===== src/rtl/servo_pwm_driver_pkg.sv =====
// Shared servo constants, duty type and command clamp.
// Also imported by the arm sequencer for LEFT/MIDDLE/RIGHT.
package servo_pkg;

  localparam int DUTY_W     = 21;
  localparam int PERIOD     = 2_000_000;
  localparam int MIN_DUTY   = 50_000;
  localparam int MAX_DUTY   = 250_000;
  localparam int RESET_DUTY = 150_000;
  localparam int RAMP_STEP  = 10_000;
  localparam int LEFT       = 80_000;
  localparam int MIDDLE     = 150_000;
  localparam int RIGHT      = 240_000;

  typedef logic [DUTY_W-1:0] duty_t;

  // 0 releases the channel; other values are forced into [lo, hi].
  function automatic duty_t clamp_duty(
    input duty_t d,
    input duty_t lo,
    input duty_t hi
  );
    duty_t r;
    if (d == '0)    r = '0;
    else if (d < lo) r = lo;
    else if (d > hi) r = hi;
    else            r = d;
    return r;
  endfunction

endpackage


===== src/rtl/servo_pwm_driver_if.sv =====
// Sequencer <-> PWM driver command/status bundle.
// master = sequencer side, slave = servo_pwm_driver.
interface servo_pwm_driver_if
  import servo_pkg::*;
#(
  parameter int NUM_SERVOS = 4
);

  logic                  EnablePWM;
  logic [1:0]            ServoNum;
  duty_t                 ActiveServoDuty;
  logic [NUM_SERVOS-1:0] ServoPWM;
  logic                  ActivePeriodFinished;

  modport master (
    output EnablePWM,
    output ServoNum,
    output ActiveServoDuty,
    input  ServoPWM,
    input  ActivePeriodFinished
  );

  modport slave (
    input  EnablePWM,
    input  ServoNum,
    input  ActiveServoDuty,
    output ServoPWM,
    output ActivePeriodFinished
  );

endinterface


===== src/rtl/servo_pwm_driver_channel.sv =====
// One servo channel: duty (and optional ramp) registers plus compare.
// Ports: en_i, cnt_i frame counter, bnd_i boundary, we_i/duty_i write, pwm_o.
// SERVO_SOFT_RAMP_EN: target/current pair, current steps RAMP_STEP per frame.
module servo_pwm_channel
  import servo_pkg::*;
#(
  parameter int RESET_DUTY = servo_pkg::RESET_DUTY,
  parameter int RAMP_STEP  = servo_pkg::RAMP_STEP
) (
  input  logic  clk,
  input  logic  rst_n_i,
  input  logic  en_i,
  input  duty_t cnt_i,
  input  logic  bnd_i,
  input  logic  we_i,
  input  duty_t duty_i,
  output logic  pwm_o
);

  localparam duty_t RST_D = DUTY_W'(RESET_DUTY);

  duty_t cur_q, cur_d;
  logic  pwm_q;

`ifdef SERVO_SOFT_RAMP_EN
  localparam duty_t STEP = DUTY_W'(RAMP_STEP);

  duty_t tgt_q, tgt_d;

  // The ramp uses the target written on this same boundary,
  // so the first step is visible in the very next frame.
  always_comb begin
    tgt_d = tgt_q;
    cur_d = cur_q;
    if (bnd_i) begin
      if (we_i) tgt_d = duty_i;
      if (tgt_d == '0)
        cur_d = '0;
      else if (tgt_d > cur_q)
        cur_d = (tgt_d - cur_q > STEP) ? cur_q + STEP : tgt_d;
      else if (tgt_d < cur_q)
        cur_d = (cur_q - tgt_d > STEP) ? cur_q - STEP : tgt_d;
    end
  end

  always_ff @(posedge clk) begin
    if (!rst_n_i) begin
      tgt_q <= RST_D;
      cur_q <= RST_D;
    end else begin
      tgt_q <= tgt_d;
      cur_q <= cur_d;
    end
  end
`else
  logic unused_ramp;
  assign unused_ramp = ^RAMP_STEP;

  always_comb begin
    cur_d = cur_q;
    if (bnd_i && we_i) cur_d = duty_i;
  end

  always_ff @(posedge clk) begin
    if (!rst_n_i) cur_q <= RST_D;
    else          cur_q <= cur_d;
  end
`endif

  always_ff @(posedge clk) begin
    if (!rst_n_i) pwm_q <= 1'b0;
    else          pwm_q <= en_i && (cnt_i < cur_q);
  end

  assign pwm_o = pwm_q;

endmodule


===== src/rtl/servo_pwm_driver.sv =====
// 50 Hz multi-servo PWM driver fed by the arm sequencer.
// Ports: clk, ResetN (sync, low), bus (slave: command in, PWM/strobe out).
// Optional SERVO_SOFT_RAMP_EN enables per-frame duty ramping.
module servo_pwm_driver
  import servo_pkg::*;
#(
  parameter int PERIOD     = servo_pkg::PERIOD,
  parameter int MIN_DUTY   = servo_pkg::MIN_DUTY,
  parameter int MAX_DUTY   = servo_pkg::MAX_DUTY,
  parameter int RESET_DUTY = servo_pkg::RESET_DUTY,
  parameter int NUM_SERVOS = 4,
  parameter int RAMP_STEP  = servo_pkg::RAMP_STEP
) (
  input logic          clk,
  input logic          ResetN,
  servo_pwm_driver_if.slave bus
);

  if (MAX_DUTY >= PERIOD || MIN_DUTY > MAX_DUTY ||
      NUM_SERVOS < 1 || NUM_SERVOS > 4) begin : g_bad_cfg
    $error("servo_pwm_driver: illegal duty/period configuration");
  end

  localparam duty_t LAST = DUTY_W'(PERIOD - 1);

  duty_t cnt_q, cnt_d;
  logic  apf_q;
  logic  wrap;
  logic  bnd;
  duty_t duty_c;
  logic [NUM_SERVOS-1:0] pwm;

  assign wrap = (cnt_q == LAST);
  // Dropping enable on the boundary edge suppresses the strobe and update.
  assign bnd  = bus.EnablePWM && wrap;

  always_comb begin
    cnt_d = '0;
    if (bus.EnablePWM && !wrap) cnt_d = cnt_q + 1'b1;
  end

  always_ff @(posedge clk) begin
    if (!ResetN) begin
      cnt_q <= '0;
      apf_q <= 1'b0;
    end else begin
      cnt_q <= cnt_d;
      apf_q <= bnd;
    end
  end

  assign duty_c = clamp_duty(bus.ActiveServoDuty,
                             DUTY_W'(MIN_DUTY),
                             DUTY_W'(MAX_DUTY));

  // ServoNum values with no channel never match, so they are ignored.
  for (genvar i = 0; i < NUM_SERVOS; i++) begin : g_ch
    servo_pwm_channel #(
      .RESET_DUTY (RESET_DUTY),
      .RAMP_STEP  (RAMP_STEP)
    ) u_ch (
      .clk     (clk),
      .rst_n_i (ResetN),
      .en_i    (bus.EnablePWM),
      .cnt_i   (cnt_q),
      .bnd_i   (bnd),
      .we_i    (bus.ServoNum == 2'(i)),
      .duty_i  (duty_c),
      .pwm_o   (pwm[i])
    );
  end

  assign bus.ServoPWM             = pwm;
  assign bus.ActivePeriodFinished = apf_q;

endmodule

===== src/flat_wrapper.sv =====
// flat-port wrapper written by rule: the top's interface ports become plain ports
module servo_pwm_driver_flat import servo_pkg::*;
#(
  parameter int PERIOD     = servo_pkg::PERIOD,
  parameter int MIN_DUTY   = servo_pkg::MIN_DUTY,
  parameter int MAX_DUTY   = servo_pkg::MAX_DUTY,
  parameter int RESET_DUTY = servo_pkg::RESET_DUTY,
  parameter int NUM_SERVOS = 4,
  parameter int RAMP_STEP  = servo_pkg::RAMP_STEP
)
  (clk, ResetN, bus_EnablePWM, bus_ServoNum, bus_ActiveServoDuty, bus_ServoPWM, bus_ActivePeriodFinished);
  servo_pwm_driver_if #(.NUM_SERVOS(NUM_SERVOS)) bus_i ();
  input logic clk;
  input logic ResetN;
  input wire logic [$bits(bus_i.EnablePWM)-1:0] bus_EnablePWM;
  input wire logic [$bits(bus_i.ServoNum)-1:0] bus_ServoNum;
  input wire logic [$bits(bus_i.ActiveServoDuty)-1:0] bus_ActiveServoDuty;
  output wire logic [$bits(bus_i.ServoPWM)-1:0] bus_ServoPWM;
  output wire logic [$bits(bus_i.ActivePeriodFinished)-1:0] bus_ActivePeriodFinished;
  assign bus_i.EnablePWM = bus_EnablePWM;
  assign bus_i.ServoNum = bus_ServoNum;
  assign bus_i.ActiveServoDuty = bus_ActiveServoDuty;
  assign bus_ServoPWM = bus_i.ServoPWM;
  assign bus_ActivePeriodFinished = bus_i.ActivePeriodFinished;
  servo_pwm_driver #(.PERIOD(PERIOD), .MIN_DUTY(MIN_DUTY), .MAX_DUTY(MAX_DUTY), .RESET_DUTY(RESET_DUTY), .NUM_SERVOS(NUM_SERVOS), .RAMP_STEP(RAMP_STEP)) u_core (.clk(clk), .ResetN(ResetN), .bus(bus_i));
endmodule

===== config.mk =====
export PLATFORM = sky130hd
export DESIGN_NAME = servo_pwm_driver_flat
export DESIGN_NICKNAME = d
export VERILOG_FILES = /design/src/rtl/servo_pwm_driver_pkg.sv /design/src/rtl/servo_pwm_driver_if.sv /design/src/rtl/servo_pwm_driver_channel.sv /design/src/rtl/servo_pwm_driver.sv /design/src/flat_wrapper.sv
export SDC_FILE = /design/constraint.sdc
export NUM_CORES = 1
export LEC_CHECK = 0
export ABC_AREA = 1
export CORE_ASPECT_RATIO = 2
export CORE_MARGIN = 2
export CORE_UTILIZATION = 35
export DETAILED_ROUTE_END_ITERATION = 12
export SLEW_MARGIN = 40
export SYNTH_ARGS = -nofsm -noshare
export SYNTH_HDL_FRONTEND = slang
export SYNTH_SLANG_ARGS = --single-unit

===== constraint.sdc =====
create_clock -name clk -period 4.9 [get_ports clk]
set_input_delay 0.49 -clock clk [delete_from_list [all_inputs] [get_ports clk]]
set_output_delay 0.49 -clock clk [all_outputs]
set_load 0.03 [all_outputs]

==> metrics.md <==
| Metric | Value |
|---|---|
| Outcome | finished clean |
| Final cell count without fillers | 1126 |
| H-tree Lvls | 3 |
| Commonest cells after routing, fill and taps aside | nand2_1 (172), inv_1 (137), a21oi_1 (119) |
| Origin of the critical flop-to-flop path | u_core.cnt_q[0] |
| First-pass GRT wire length | 29100 um |
| Layout Utilization | 39.5% |
| Largest net degree at the start of global routing | 45 |
| Post-synth EDFFs | 0 |
| Syn avg cell area | 7.29 sq um |
| WHS Path Cells | 2 |
| TritonCTS clock tree | yes |
| Crit path DAT | 3.25 ns |
| Clk sinks | 110 |
| Cell Area, Synth | 6440 sq um |
| # fillers | 1892 |
| Yosys reg bits | 110 |
| Final hold slack | 0.455 ns |
| Die ar. | 19600 sq um |
| CP Capture Type | register |
| Met2 wire len | 10100 um |
| Final ANT Viol Nets | 0 |
| Final Hold Fails | 0 |
| Area Growth Syn to Fin | 11.2% |
| Post-synth cell types | 34 |
| Root buffer cell | clkbuf_16 |
| Syn. warnings | 0 |
| VDD IR-drop max | 156 uV |
| Drt pass-1 iters | 4 |
| Post-CTS Hold Buffers | 0 |
| Part of the Yosys area used for sequential elements | 34.2% |
| Vias | 5830 |
| Setup TNS | 0 ns |
| Final min period | 2.94 ns |
| Die Wd | 99.9 um |
| Via density | 5.18 |
| HP Start | u_core.g_ch[1].u_ch.cur_q[18] |
| Worst R2R Path Depth | 9 |
| # IOs | 31 |
| WL/cell | 16.5 um |
| Slew @ Worst Pin | 0.795 ns |
| Critical Path RT | 5.21 ns |
| Crit Path Max Fanout | 19 |
| Crit share post-route | 60.0% |
| Routability cong. | 0.891 |
| Final worst-path setup slack | 1.96 ns |
| Crit Path Category | register to register |
| Maxcap violations | 0 |
| # rows | 70 |
| Layout cell share with drive strength beyond 1 | 3.63% |
| Rel. slew slack | 46.9% |
| # setup viols final | 0 |
| Skew final | 0.0122 ns |
| Overflow after GRT | 0 |
| Worst skew pair latency | 0.37 ns |
| Worst-path clk slew | 0.08 ns |
| IO Port Bufs | 30 |
| Post-Syn Instances | 884 |
| Metal-1 WL | 6770 um |
| Diodes inserted | 0 |
| Fmax achieved | 340 MHz |
| Most common cell after layout, fill and taps aside | nand2_1 |
| Pre-CTS WS | 2.00 ns |
| Drc violations | 0 |
| PD cells | 242 nW/um^2 |
| Setup Buffers After CTS | 0 |
| Crit start category | register |
| Initial Utilization | 35.5% |
| Core ar. | 18100 sq um |
| Post-Synthesis Net Count | 991 |
| Die H | 196 um |
| Worst setup startpoint | u_core.cnt_q[0] |
| Static leakage | 3.43 nW |
| Dpl cells | 1110 |
| Initial antenna violation count | 0 |
| Top FF cell, synth | dfxtp_1 |
| Post-cts sizing count | 0 |
| RSZ-0062 raised after global routing | false |
| DR top layer | met4 |
| Fin. max-slew vios | 0 |
| WL final | 18500 um |
| Clock buffer depth | 2 |
| Post-synth ARST share | 0% |
| DR iter-0 viols | 379 |
| Final-stage net count | 1012 |
| Gr usage total | 19.6% |
| Vias in the first global route | 5537 |
| Detailed Place HPWL | 14500 um |
| Metal3 WL | 521 um |
| TritonCTS buffer count | 9 |
| Worst min-delay path category | register to register |
[cells in the mapped netlist (2+ instances only)]
cell type / instances / area, sq um
a21boi_0: 2 / 15.0
nand3_1: 49 / 245
xor2_1: 4 / 35.0
nand4_2: 2 / 25.0
a21oi_1: 119 / 596
nor2_1: 62 / 233
nor3_1: 33 / 165
o21ai_0: 29 / 145
xnor2_1: 2 / 17.5
clkbuf_1: 6 / 22.5
nand2_1: 172 / 646
buf_6: 8 / 90.1
buf_4: 7 / 52.6
buf_2: 5 / 25.0
nand2_2: 3 / 18.8
o221ai_1: 4 / 35.0
nand4_1: 23 / 144
ha_1: 81 / 1010
dfxtp_1: 110 / 2200
o21a_1: 3 / 22.5
o211ai_1: 6 / 45.0
inv_1: 137 / 514
nor4_1: 4 / 25.0
a211oi_1: 3 / 22.5
[power breakdown]
part | internal [W] | switching, W
sequential | 0.000895 | 0.00000208
combinational | 0.0000319 | 0.0000563
clock | 0.000365 | 0.000386
total | 0.00129 | 0.000444
[metal layers]
layer / vias to the layer above / GRT usage (%)
li1: 2978 / -
met1: 2679 / 20.1
met2: 129 / 36.4
met3: 44 / 2.39
met4: 0 / 12.9
met5: - / 0
[cell type report]
type / instances / area [sq um] / share of cell area, %
inverters: 138 / 518 / 7.23
clock inverters: 7 / 71.3 / 0.996
clock buffers: 9 / 225 / 3.14
multi-input cells: 608 / 3520 / 49.1
repair buffers: 38 / 360 / 5.03
flip-flops and latches: 110 / 2200 / 30.7
well taps: 216 / 270 / 3.77
[cell families after synthesis]
logic type                 count (synthesis)  share of synthesized area, %
xor gates and xnor gates                   6                         0.816
adders and majority gates                 81                          15.7
buffers and inverters                    166                          11.3
DFF                                      110                          34.2
and+or+nand+nor                          354                          24.3
AOI/OAI and AO/OA                        167                          13.8
[worst paths after layout]
kind,end,slack (ns)
setup / recovery,u_core.g_ch[0].u_ch.cur_q[16],1.96
hold / removal,u_core.g_ch[1].u_ch.cur_q[18],0.46
setup reg to reg,u_core.g_ch[0].u_ch.cur_q[16],1.96
hold reg to reg,u_core.g_ch[1].u_ch.cur_q[18],0.46
[worst max-delay path, stage by stage, from the launching register on]
cell and delay, ns:
dfxtp_1 0.47, ha_1 0.23, nand2_2 0.10, nor3_4 0.34, nand3_2 0.13, nor2_4 0.16, nand4_2 0.62, inv_1 0.57
o21ai_0 0.14, nor2_1 0.11
[stage by stage]
step	total power, W	cell area, sq um
floorplan	0.000964	6440
CTS	0.00176	7160
finish	0.00174	7160
global route	0.00180	7160
detailed placement	0.00101	6870
global placement	0.00101	6870
[state kept, by name, summed over array words and instances, names as in the netlist]
register                         count
u_core.cnt_q                        21
u_core.g_ch.u_ch.pwm_o               4
u_core.bus.ActivePeriodFinished      1
u_core.g_ch.u_ch.cur_q              84
Power figures use the tool's default switching activity.
